==> config.mk <==
export PLATFORM = sky130hd
export DESIGN_NAME = swap_ctrl_flat
export DESIGN_NICKNAME = d
export VERILOG_FILES = /design/src/rtl/swap_ctrl_if.sv /design/src/rtl/swap_ctrl.sv /design/src/flat_wrapper.sv
export SDC_FILE = /design/constraint.sdc
export NUM_CORES = 1
export LEC_CHECK = 0
export CAP_MARGIN = 20
export CORE_MARGIN = 3
export CORE_UTILIZATION = 40
export CTS_CLUSTER_SIZE = 12
export DETAILED_ROUTE_END_ITERATION = 10
export HOLD_SLACK_MARGIN = 0.08
export PLACE_DENSITY = 0.77
export SLEW_MARGIN = 20
export SYNTH_ARGS = -nofsm -noshare
export SYNTH_HDL_FRONTEND = slang
export SYNTH_SLANG_ARGS = --single-unit
==> constraint.sdc <==
create_clock -name clk -period 1.25 [get_ports clk]
set_input_delay 0.25 -clock clk [delete_from_list [all_inputs] [get_ports clk]]
set_output_delay 0.25 -clock clk [all_outputs]
set_load 0.03 [all_outputs]
==> src/rtl/swap_ctrl_if.sv <==
// Bus bundle between the swap sequencer, its host and the register file.
// The slave modport is the sequencer's view; the master modport is the
// combined host + register-file side that surrounds it.
interface swap_ctrl_if #(
  parameter int unsigned ADDR_WIDTH = 7,
  parameter int unsigned DATA_WIDTH = 8
);

  // Host request side
  logic                  start;
  logic [ADDR_WIDTH-1:0] addr_a;
  logic [ADDR_WIDTH-1:0] addr_b;
  logic                  host_we;
  logic [ADDR_WIDTH-1:0] host_addr;
  logic [DATA_WIDTH-1:0] host_wdata;
  logic [DATA_WIDTH-1:0] host_rdata;
  logic                  busy;
  logic                  done;

  // Register-file side
  logic                  mem_we;
  logic [ADDR_WIDTH-1:0] mem_addr_w;
  logic [ADDR_WIDTH-1:0] mem_addr_r;
  logic [DATA_WIDTH-1:0] mem_data_w;
  logic [DATA_WIDTH-1:0] mem_data_r;

  modport master (
    output start,
    output addr_a,
    output addr_b,
    output host_we,
    output host_addr,
    output host_wdata,
    output mem_data_r,
    input  host_rdata,
    input  busy,
    input  done,
    input  mem_we,
    input  mem_addr_w,
    input  mem_addr_r,
    input  mem_data_w
  );

  modport slave (
    input  start,
    input  addr_a,
    input  addr_b,
    input  host_we,
    input  host_addr,
    input  host_wdata,
    input  mem_data_r,
    output host_rdata,
    output busy,
    output done,
    output mem_we,
    output mem_addr_w,
    output mem_addr_r,
    output mem_data_w
  );

endinterface

==> src/rtl/swap_ctrl.sv <==
// Swap sequencer in front of a register file with one synchronous write port
// and one asynchronous read port. Idle: host accesses pass straight through.
// On start: read A, read B, write A, write B, then a one-cycle done pulse.
module swap_ctrl #(
  parameter int unsigned ADDR_WIDTH = 7,
  parameter int unsigned DATA_WIDTH = 8
) (
  input logic        clk,
  input logic        rst_n,
  swap_ctrl_if.slave bus
);

  localparam logic [2:0] StIdle = 3'd0;
  localparam logic [2:0] StRdA  = 3'd1;
  localparam logic [2:0] StRdB  = 3'd2;
  localparam logic [2:0] StWrA  = 3'd3;
  localparam logic [2:0] StWrB  = 3'd4;
  localparam logic [2:0] StDone = 3'd5;

  logic [2:0]            state_q, state_d;
  logic [ADDR_WIDTH-1:0] reg_a_q, reg_a_d;
  logic [ADDR_WIDTH-1:0] reg_b_q, reg_b_d;
  logic [DATA_WIDTH-1:0] tmp_a_q, tmp_a_d;
  logic [DATA_WIDTH-1:0] tmp_b_q, tmp_b_d;

  // Next-state and register-update logic.
  always_comb begin
    state_d = state_q;
    reg_a_d = reg_a_q;
    reg_b_d = reg_b_q;
    tmp_a_d = tmp_a_q;
    tmp_b_d = tmp_b_q;
    case (state_q)
      StIdle: begin
        if (bus.start) begin
          reg_a_d = bus.addr_a;
          reg_b_d = bus.addr_b;
          // Swapping a location with itself is a no-op: skip straight to done.
          state_d = (bus.addr_a == bus.addr_b) ? StDone : StRdA;
        end
      end
      StRdA: begin
        tmp_a_d = bus.mem_data_r;
        state_d = StRdB;
      end
      StRdB: begin
        tmp_b_d = bus.mem_data_r;
        state_d = StWrA;
      end
      StWrA:   state_d = StWrB;
      StWrB:   state_d = StDone;
      StDone:  state_d = StIdle;
      default: state_d = StIdle;
    endcase
  end

  // State and datapath registers with synchronous active-low reset.
  always_ff @(posedge clk) begin
    if (!rst_n) begin
      state_q <= StIdle;
      reg_a_q <= '0;
      reg_b_q <= '0;
      tmp_a_q <= '0;
      tmp_b_q <= '0;
    end else begin
      state_q <= state_d;
      reg_a_q <= reg_a_d;
      reg_b_q <= reg_b_d;
      tmp_a_q <= tmp_a_d;
      tmp_b_q <= tmp_b_d;
    end
  end

  // Moore output decode; only IDLE looks at host inputs.
  always_comb begin
    bus.host_rdata = bus.mem_data_r;
    bus.busy       = 1'b1;
    bus.done       = 1'b0;
    bus.mem_we     = 1'b0;
    bus.mem_addr_w = reg_a_q;
    bus.mem_addr_r = reg_a_q;
    bus.mem_data_w = tmp_b_q;
    case (state_q)
      StIdle: begin
        bus.busy       = 1'b0;
        bus.mem_we     = bus.host_we;
        bus.mem_addr_w = bus.host_addr;
        bus.mem_addr_r = bus.host_addr;
        bus.mem_data_w = bus.host_wdata;
      end
      StRdA: bus.mem_addr_r = reg_a_q;
      StRdB: bus.mem_addr_r = reg_b_q;
      // Gate swap writes with rst_n so a reset landing here aborts the write
      // on that very edge instead of letting it commit.
      StWrA: bus.mem_we = rst_n;
      StWrB: begin
        bus.mem_we     = rst_n;
        bus.mem_addr_w = reg_b_q;
        bus.mem_data_w = tmp_a_q;
      end
      StDone:  bus.done = 1'b1;
      default: ;
    endcase
  end

  // Sequencer-driven writes only ever come from the two write states.
  a_we_only_in_write: assert property (@(posedge clk) disable iff (!rst_n)
    (state_q != StIdle && bus.mem_we) |-> (state_q == StWrA || state_q == StWrB));

  // done is a single-cycle pulse.
  a_done_pulse: assert property (@(posedge clk) disable iff (!rst_n)
    bus.done |=> !bus.done);

endmodule

==> src/flat_wrapper.sv <==
// flat-port wrapper written by rule: the top's interface ports become plain ports
module swap_ctrl_flat 
#(
  parameter int unsigned ADDR_WIDTH = 7,
  parameter int unsigned DATA_WIDTH = 8
)
  (clk, rst_n, bus_start, bus_addr_a, bus_addr_b, bus_host_we, bus_host_addr, bus_host_wdata, bus_mem_data_r, bus_host_rdata, bus_busy, bus_done, bus_mem_we, bus_mem_addr_w, bus_mem_addr_r, bus_mem_data_w);
  swap_ctrl_if #(.ADDR_WIDTH(ADDR_WIDTH), .DATA_WIDTH(DATA_WIDTH)) bus_i ();
  input logic clk;
  input logic rst_n;
  input wire logic [$bits(bus_i.start)-1:0] bus_start;
  input wire logic [$bits(bus_i.addr_a)-1:0] bus_addr_a;
  input wire logic [$bits(bus_i.addr_b)-1:0] bus_addr_b;
  input wire logic [$bits(bus_i.host_we)-1:0] bus_host_we;
  input wire logic [$bits(bus_i.host_addr)-1:0] bus_host_addr;
  input wire logic [$bits(bus_i.host_wdata)-1:0] bus_host_wdata;
  input wire logic [$bits(bus_i.mem_data_r)-1:0] bus_mem_data_r;
  output wire logic [$bits(bus_i.host_rdata)-1:0] bus_host_rdata;
  output wire logic [$bits(bus_i.busy)-1:0] bus_busy;
  output wire logic [$bits(bus_i.done)-1:0] bus_done;
  output wire logic [$bits(bus_i.mem_we)-1:0] bus_mem_we;
  output wire logic [$bits(bus_i.mem_addr_w)-1:0] bus_mem_addr_w;
  output wire logic [$bits(bus_i.mem_addr_r)-1:0] bus_mem_addr_r;
  output wire logic [$bits(bus_i.mem_data_w)-1:0] bus_mem_data_w;
  assign bus_i.start = bus_start;
  assign bus_i.addr_a = bus_addr_a;
  assign bus_i.addr_b = bus_addr_b;
  assign bus_i.host_we = bus_host_we;
  assign bus_i.host_addr = bus_host_addr;
  assign bus_i.host_wdata = bus_host_wdata;
  assign bus_i.mem_data_r = bus_mem_data_r;
  assign bus_host_rdata = bus_i.host_rdata;
  assign bus_busy = bus_i.busy;
  assign bus_done = bus_i.done;
  assign bus_mem_we = bus_i.mem_we;
  assign bus_mem_addr_w = bus_i.mem_addr_w;
  assign bus_mem_addr_r = bus_i.mem_addr_r;
  assign bus_mem_data_w = bus_i.mem_data_w;
  swap_ctrl #(.ADDR_WIDTH(ADDR_WIDTH), .DATA_WIDTH(DATA_WIDTH)) u_core (.clk(clk), .rst_n(rst_n), .bus(bus_i));
endmodule
Yosys cells after proc, flatten, opt, wreduce, memory -nomap -nowiden
Index checks and enable logic that the tools add are counted.
Cells by class
  eq/ne operators: 7
  reduce and logical (&&, ||, !) cells: 3
  muxes and demuxes: 9
Operator list (count)
  one-hot mux 7 bit (2 select lines): 2
  one-hot mux 8 bit (2 select lines): 1
  one-hot mux 3 bit (5 select lines): 1
  equality test 7 bit: 1
  equality test 3 x 2 -> 1 bit, second input constant: 2
  equality test 3 bit, second input constant: 2
  two-way mux 3 bit: 2
  equality test 3 x 1 -> 1 bit, second input constant: 1
  zero test 3 bit: 1
  two-way mux 1 bit: 2
  inequality test 2 bit, second input constant: 1
  one-hot mux 1 bit (2 select lines): 1
  AND reduction 2 bit: 1
  OR reduction 2 bit: 1
Word-level totals
  logic and storage cells: 24
  flip-flop bits (word level): 33
  bits of input ports: 41
  output and inout bits: 33

Depth between registers and ports, before layout
Gate-level depths: netlist (run 1).
  word-level depth: 4
  gate-level depth with buffers: 5
  gate-level depth less buffers: 5

Least setup slack after synthesis (run 1)
OpenSTA, ideal clock, no wires.
  path type: register -> output
  from: register u_core.state_q[0]
  to: output port bus_mem_data_w[7]
  cell stages (with the launch flop): 5
  required time: 1.000 ns
  path slack: -0.589 ns
  data arrival time: 1.589 ns
  path buffers: 2
  cell sequence: dfxtp_1 -> or2_1 -> buf_2 -> buf_2 -> o21ai_0
Between the ends
  longest elaborated chain between the ends: 2
  elaborated cells between the ends (all ways): 3
  classes of those cells: 1 x eq/ne; 1 x mux; 1 x reduce/logical
Ends and longest elaborated chain
  start: declaration: line swap_ctrl.sv:20  | logic [2:0] state_q, state_d;
  start signal: assignment: line swap_ctrl.sv:60  | state_q <= StIdle;
  start signal: assignment: line swap_ctrl.sv:66  | state_q <= state_d;
  equality test 3 bit / zero test 3 bit (equally long branches): line swap_ctrl.sv:83  | case (state_q)
  one-hot mux 8 bit (2 select lines) *: line swap_ctrl.sv:83
  end: declaration: line flat_wrapper.sv:24  | output wire logic [$bits(bus_i.mem_data_w)-1:0] bus_mem_data_w;
Every way passes the cells marked *; elsewhere a longest branch is shown, timed or not.

Worst setup path after layout (run 1)
  from: register u_core.state_q[1]
  to: output port bus_mem_addr_w[5]
Between the ends
  longest elaborated chain between the ends: 2
  elaborated cells between the ends (all ways): 3
  classes of those cells: 1 x eq/ne; 1 x mux; 1 x reduce/logical
Ends and longest elaborated chain
  equality test 3 bit / zero test 3 bit (equally long branches): line swap_ctrl.sv:83
  one-hot mux 7 bit (2 select lines) *: line swap_ctrl.sv:83
  end: declaration: line flat_wrapper.sv:22  | output wire logic [$bits(bus_i.mem_addr_w)-1:0] bus_mem_addr_w;
Marked as above.

==> results of run 1 <==
[timing repair]
action	CTS	global route
resized for setup	85	54
endpoints found under the setup margin	58	58
hold endpoints to repair	0	0
pin swaps	5	25
cloned	3	2
buffers inserted	4	3
[placed cells by master, fill, tap and decap left out, drive strengths merged]
cell	n
clkdlybuf4s50	40
nor3b	1
a21oi	4
dfxtp	33
nand2	68
nor4	2
and2	4
nor2	5
mux2i	30
and3b	1
nor2b	8
a31oi	1
a21boi	22
o21ai	24
nor3	1
or4bb	1
inv	2
clkinv	1
or2	2
buf	67
xor2	7
clkbuf	8
[flip-flops by register name (all words and copies together), names as in the netlist]
name and flops:
u_core.tmp_a_q 8, u_core.tmp_b_q 8, u_core.reg_a_q 7, u_core.reg_b_q 7, u_core.state_q 3
[cell families (layout without fill, tap and decap cells)]
kind of cell | Yosys count | after routing | synth area share (%)
buffers and inverters | 26 | 118 | 8.97
AO/OA/AOI/OAI | 51 | 51 | 16.2
AND/OR/NAND/NOR | 91 | 93 | 21.8
multiplexers | 30 | 30 | 15.6
flip-flops | 33 | 33 | 34.3
XOR/XNOR | 7 | 7 | 3.18
[worst max-delay path by stage]
stage | from | to | slack (ns) | cells past startpoint
2_1_floorplan | u_core.state_q[1] | bus_mem_we | -0.15 | 5
3_3_place_gp | rst_n | bus_mem_we | -0.46 | 5
5_1_grt | u_core.state_q[0] | bus_mem_we | -0.51 | 5
6_report | u_core.state_q[1] | bus_mem_addr_w[5] | -0.48 | 4
4_1_cts | u_core.state_q[1] | bus_mem_we | -0.45 | 4
3_5_place_dp | rst_n | bus_mem_we | -0.47 | 5
[per-layer routing]
layer	wire [µm]	track usage (%)
met2	3500	38.1
met3	325	3.69
met5	0	0
met1	2890	27.8
met4	160	8.93
[power groups by stage]
stage	combinational, mW	sequential [mW]	clock, mW
final	2.21	1.24	0.889
after global routing	2.31	1.25	0.952
after CTS	1.97	1.22	0.891
after detailed placement	1.63	1.23	0
after global placement	1.61	1.22	0
after floorplan	1.09	1.22	0
[area by class of cell]
type | count | share of cell area [%]
clock buffers | 7 | 2.57
inverters | 2 | 0.200
multi-input cells | 181 | 46.3
repair buffers | 108 | 31.3
flip-flops and latches | 33 | 17.8
clock inverters | 1 | 0.133
well taps | 52 | 1.73
[metrics by stage]
| step | hold slack [ns] | std cells |
|---|---|---|
| after global routing | 0.513 | 384 |
| final | 0.480 | 384 |
| after floorplan | 0.385 | 238 |
| after detailed placement | 0.460 | 366 |
| after CTS | 0.471 | 381 |
| after global placement | 0.452 | 366 |
[critical path: cells and delay by family (launching register included)]
family / cells / cell delay, ns
flops: 1 / 0.35
simple gates: 1 / 0.35
buf+inv: 2 / 0.33
compound gates: 1 / 0.16
==> reports/metrics.yaml, run 1 <==
synthesis:
  synth_seq_area_share_pct: 34.3
  yosysTopAreaCell: "dfxtp_1"
  synthTopCellsByCount: "nand2_1, dfxtp_1, mux2i_1"
  synth-seq-cells: 33
  netlist_area_um2: 1930
  synth.most_common_cell: "nand2_1"
  synth_flop_cell: "dfxtp_1"
  avgSynthCellArea_um2: 8.09
  yosysUniqueCellTypes: 28
  synth_top_area_share_pct: 34.3
  syn_nets: 279
  synthArstFlopShare_pct: 0
  netlist_top_cells_area: "dfxtp_1, mux2i_1, nand2_1"
  yosys_warnings: 0
  synth_edf_count: 0
  synth_cells: 238
detailed_routing:
  drc: 0
  ant_nets: 0
  firstDrtPassIters: 4
  drt_iter0_markers: 126
  viasPerCell: 5.42
  wl_per_cell_um: 17.9
  dr_total_vias: 2080
  drt_wl_total_mm: 6.88
power_and_ir_drop:
  power_frac_seq_pct: 28.6
  irDropWorstVdd_v: 0.000738
  p_leak_nw: 1.53
  clockPowerShare_pct: 20.5
  total_power_mw: 4.34
  p_sw_share_pct: 37.6
  combPwrFrac_pct: 50.9
  p_per_area_nw_per_um2: 1160
  intPower_mw: 2.71
  netSwitchingPower_mw: 1.63
clock_tree:
  root_buffer: "clkbuf_8"
  cts.clk_slew.worst_paths_ns: 0.07
  cts_buffer_depth: 2
  cts_hold_buf: 0
  htreeDepth: 2
  cts_tree: "done"
  clock_latency_ns: 0.29
  cts_sinks: 33
  cts_buffers: 5
floorplanning:
  initial_utilization_pct: 42.8
  die_y_um: 75.4
  coreArea_um2: 4500
  rows: 24
  die_w_um: 75.4
  io_pins: 74
  die-area_um2: 5680
critical_path:
  end_kind: "primary output"
  r2r_setup_slack_ns: -0.22
  critical-path-max-stage-delay_ns: 0.35
  reg2reg_depth: 7
  slowest_stage: "dfxtp_2"
  rr_endpoint: "u_core.reg_a_q[1]"
  critPathRequiredTime_ns: 1.00
  reg2reg_from: "u_core.state_q[0]"
  crit_arrival_ns: 1.48
  crit_chain: "or2_4 > buf_16 > o21ai_4 > buf_12"
  startpoint_type: "flip-flop"
  cp_max_fo: 8
  path_class: "flip-flop to primary output"
global_route:
  grt_pass1_vias: 2064
  antenna_found_initial: 0
  grt_pass1_wl_mm: 9.69
  grt_max_degree: 33
  grt.overflow.total: 0
  grt.total_usage_pct: 22.2
timing:
  maxSlewViolCount: 0
  hold_viol: 0
  rsz0062_at_grt: "true"
  final.setup.worst_slack_ns: -0.476
  fin_setup_tns_ns: -14.80
  timing.fmax_ghz: 0.579
  finClkSkew_ns: 0.00479
  min_period_ns: 1.73
  period_share_pct: 138
  setup_viol: 52
  relSlewSlack_pct: 76.9
  worst_pin_slew_ns: 0.345
final_layout:
  fin_util_pct: 83.3
  regArea_um2: 669
  multiInputGateArea_um2: 1740
  final_area_um2: 3750
  drive_gt1_share_pct: 53.3
  area_growth_pct: 94.8
  fin_nets: 372
  nFillCells: 263
  num_antenna_cells: 0
hold_path:
  min_from: "u_core.tmp_b_q[0]"
  hold-path-endpoint: "u_core.tmp_b_q[0]"
  worstHoldPathType: "flip-flop to flip-flop"
  min_path_cells: 2
placement:
  portBuffers: 73
  finalWeightedCongestion: 0.843
  hpwl_mm: 3.94
  place_ws_ns: -0.468
  placed_area_um2: 3040
run:
  max_cap_violations: 0
outcome:
  violations: "setup timing"
  status: "finished with violations"
No activity file was read; power rests on OpenSTA's default activity.
==> run 2, diff against run 1 <==
--- a/config.mk
+++ b/config.mk
@@ -6,12 +6,14 @@
 export NUM_CORES = 1
 export LEC_CHECK = 0
 export CAP_MARGIN = 20
+export CELL_PAD_IN_SITES_DETAIL_PLACEMENT = 1
+export CELL_PAD_IN_SITES_GLOBAL_PLACEMENT = 2
 export CORE_MARGIN = 3
-export CORE_UTILIZATION = 40
+export CORE_UTILIZATION = 22
 export CTS_CLUSTER_SIZE = 12
 export DETAILED_ROUTE_END_ITERATION = 10
 export HOLD_SLACK_MARGIN = 0.08
-export PLACE_DENSITY = 0.77
+export PLACE_DENSITY_LB_ADDON = 0.1
 export SLEW_MARGIN = 20
 export SYNTH_ARGS = -nofsm -noshare
 export SYNTH_HDL_FRONTEND = slang
==> reports/metrics.yaml, run 2 (synthesis results as in run 1) <==
outcome:
  status: "finished with violations"
  violations: "setup timing"
floorplanning:
  io_pins: 74  # unchanged
  coreArea_um2: 8340  # +85%
  die-area_um2: 9910  # +74%
  rows: 33  # +38%
  die_y_um: 99.6  # +32%
  initial_utilization_pct: 23.1  # -20 points
  die_w_um: 99.6  # +32%
critical_path:
  crit_arrival_ns: 1.46  # -0.02 ns
  cp_max_fo: 5  # -3
  path_class: "flip-flop to primary output"
  end_kind: "primary output"
  startpoint_type: "flip-flop"
  critPathRequiredTime_ns: 1.00  # about the same
  reg2reg_depth: 8  # +1
timing:
  period_share_pct: 137  # -0.98 points
  relSlewSlack_pct: 77.7  # +0.74 points
  fin_setup_tns_ns: -13.41  # +1.39 ns
  timing.fmax_ghz: 0.583  # +0.72%
  finClkSkew_ns: 0.00586  # +0.00107 ns
  worst_pin_slew_ns: 0.334  # -0.0110 ns
  hold_viol: 0  # unchanged
  final.setup.worst_slack_ns: -0.464  # +0.0123 ns
  maxSlewViolCount: 0  # unchanged
  min_period_ns: 1.71  # -0.0123 ns
  rsz0062_at_grt: "true"
  setup_viol: 50  # -3.8%
global_route:
  grt.overflow.total: 0  # unchanged
  grt.total_usage_pct: 13.4  # -8.8 points
  grtUsageMet3_pct: 2.59  # -1.1 points
  grt_max_degree: 32  # -3.0%
  antenna_found_initial: 0  # unchanged
  grt_busiest_layer: "met2"
  grt_use_met1_pct: 18.7  # -9.1 points
  grt_pass1_wl_mm: 10.5  # +8.5%
  globalRouteMet2Util_pct: 21.1  # -17 points
  grt_pass1_vias: 2046  # -0.87%
final_layout:
  top_regs: "u_core.tmp_a_q x8, u_core.tmp_b_q x8"
  layout_common_cells: "nand2_1, clkdlybuf4s50_1, buf_6"
  area_growth_pct: 98.9
  nFillCells: 950  # +260%
  final_area_um2: 3830  # +2.1%
  drive_gt1_share_pct: 50.1  # -3.2 points
  num_antenna_cells: 0  # unchanged
  fin_nets: 380  # +2.2%
  fin_util_pct: 45.9  # -37 points
clock_tree:
  cts.clk_slew.worst_paths_ns: 0.07  # about the same
  cts_hold_buf: 0  # unchanged
  cts_buffer_depth: 2  # unchanged
  clock_latency_ns: 0.28  # about the same
  cts_tree: "done"
  cts_sinks: 33  # unchanged
  cts_buffers: 5  # unchanged
  htreeDepth: 2  # unchanged
  root_buffer: "clkbuf_8"
placement:
  finalWeightedCongestion: 0.692  # -18%
  hpwl_mm: 4.63  # +18%
  place_ws_ns: -0.456  # +0.0129 ns
  portBuffers: 73  # unchanged
  placed_area_um2: 3220  # +5.9%
power_and_ir_drop:
  netSwitchingPower_mw: 1.57  # -3.5%
  irDropWorstVdd_v: 0.000539  # -27%
  p_per_area_nw_per_um2: 1110  # -4.4%
  power_frac_seq_pct: 29.1  # +0.5 points
  clockPowerShare_pct: 19.6  # -0.9 points
  p_leak_nw: 1.59  # +3.9%
  total_power_mw: 4.23  # -2.4%
  intPower_mw: 2.66  # -1.7%
  p_sw_share_pct: 37.2  # -0.44 points
  combPwrFrac_pct: 51.3  # +0.4 points
detailed_routing:
  drt_iter0_markers: 28  # -78%
  drc: 0  # unchanged
  ant_nets: 0  # unchanged
  dr_total_vias: 1983  # -4.7%
  drt_wl_total_mm: 6.65  # -3.2%
  wl_per_cell_um: 15.0  # -16%
  viasPerCell: 4.47  # -18%
  firstDrtPassIters: 2  # -2
hold_path:
  worstHoldPathType: "flip-flop to flip-flop"
  min_path_cells: 2  # unchanged
run:
  max_cap_violations: 0  # unchanged
==> run 2: path summary, 6_finish.rpt <==
kind | slack [ns] | start | endpoint
worst min-delay path | 0.49 | u_core.tmp_b_q[4] | u_core.tmp_b_q[4]
worst max register to register | -0.21 | u_core.state_q[1] | u_core.reg_b_q[3]
worst max-delay path | -0.46 | u_core.state_q[0] | bus_mem_we
worst min register to register | 0.49 | u_core.tmp_b_q[4] | u_core.tmp_b_q[4]
==> run 2: area by class of cell <==
type | count | area (µm²) | area share, %
clock buffers | 7 | 86.3 | 2.25
flip-flops and latches | 33 | 669 | 17.5
well taps | 105 | 131 | 3.43
inverters | 2 | 7.51 | 0.196
multi-input cells | 180 | 1670 | 43.7
repair buffers | 117 | 1260 | 32.9
==> run 2: critical path, stage by stage, from the launching register on <==
cell and delay [ns]:
dfxtp_4 0.36, buf_6 0.11, or4bb_1 0.48, o21ai_2 0.08, buf_6 0.14
==> run 2: power by group through the flow <==
stage / combinational, mW / clock [mW] / sequential [mW]
after floorplan: 1.09 / 0 / 1.22
after global placement: 1.73 / 0 / 1.23
after detailed placement: 1.74 / 0 / 1.23
after CTS: 2.01 / 0.864 / 1.22
after global routing: 2.31 / 0.911 / 1.24
final: 2.17 / 0.830 / 1.23
==> run 2: stage by stage <==
| step | hold slack (ns) | instances |
|---|---|---|
| 4_1_cts | 0.485 | 439 |
| 6_report | 0.487 | 444 |
| 2_1_floorplan | 0.385 | 238 |
| 3_5_place_dp | 0.463 | 429 |
| 3_3_place_gp | 0.453 | 429 |
| 5_1_grt | 0.506 | 444 |
==> run 2: metal layers <==
metal / vias to the layer above / wire length (µm)
li1: 991 / -
met1: 951 / 3180
met2: 36 / 3220
met3: 5 / 198
met4: 0 / 56
met5: - / 0
==> run 2: what timing repair did <==
item / 4_1_cts / 5_1_grt
setup endpoints to repair: 58 / 58
setup buffers: 2 / 3
pin swaps: 10 / 12
cloned: 1 / 2
resized for setup: 83 / 34
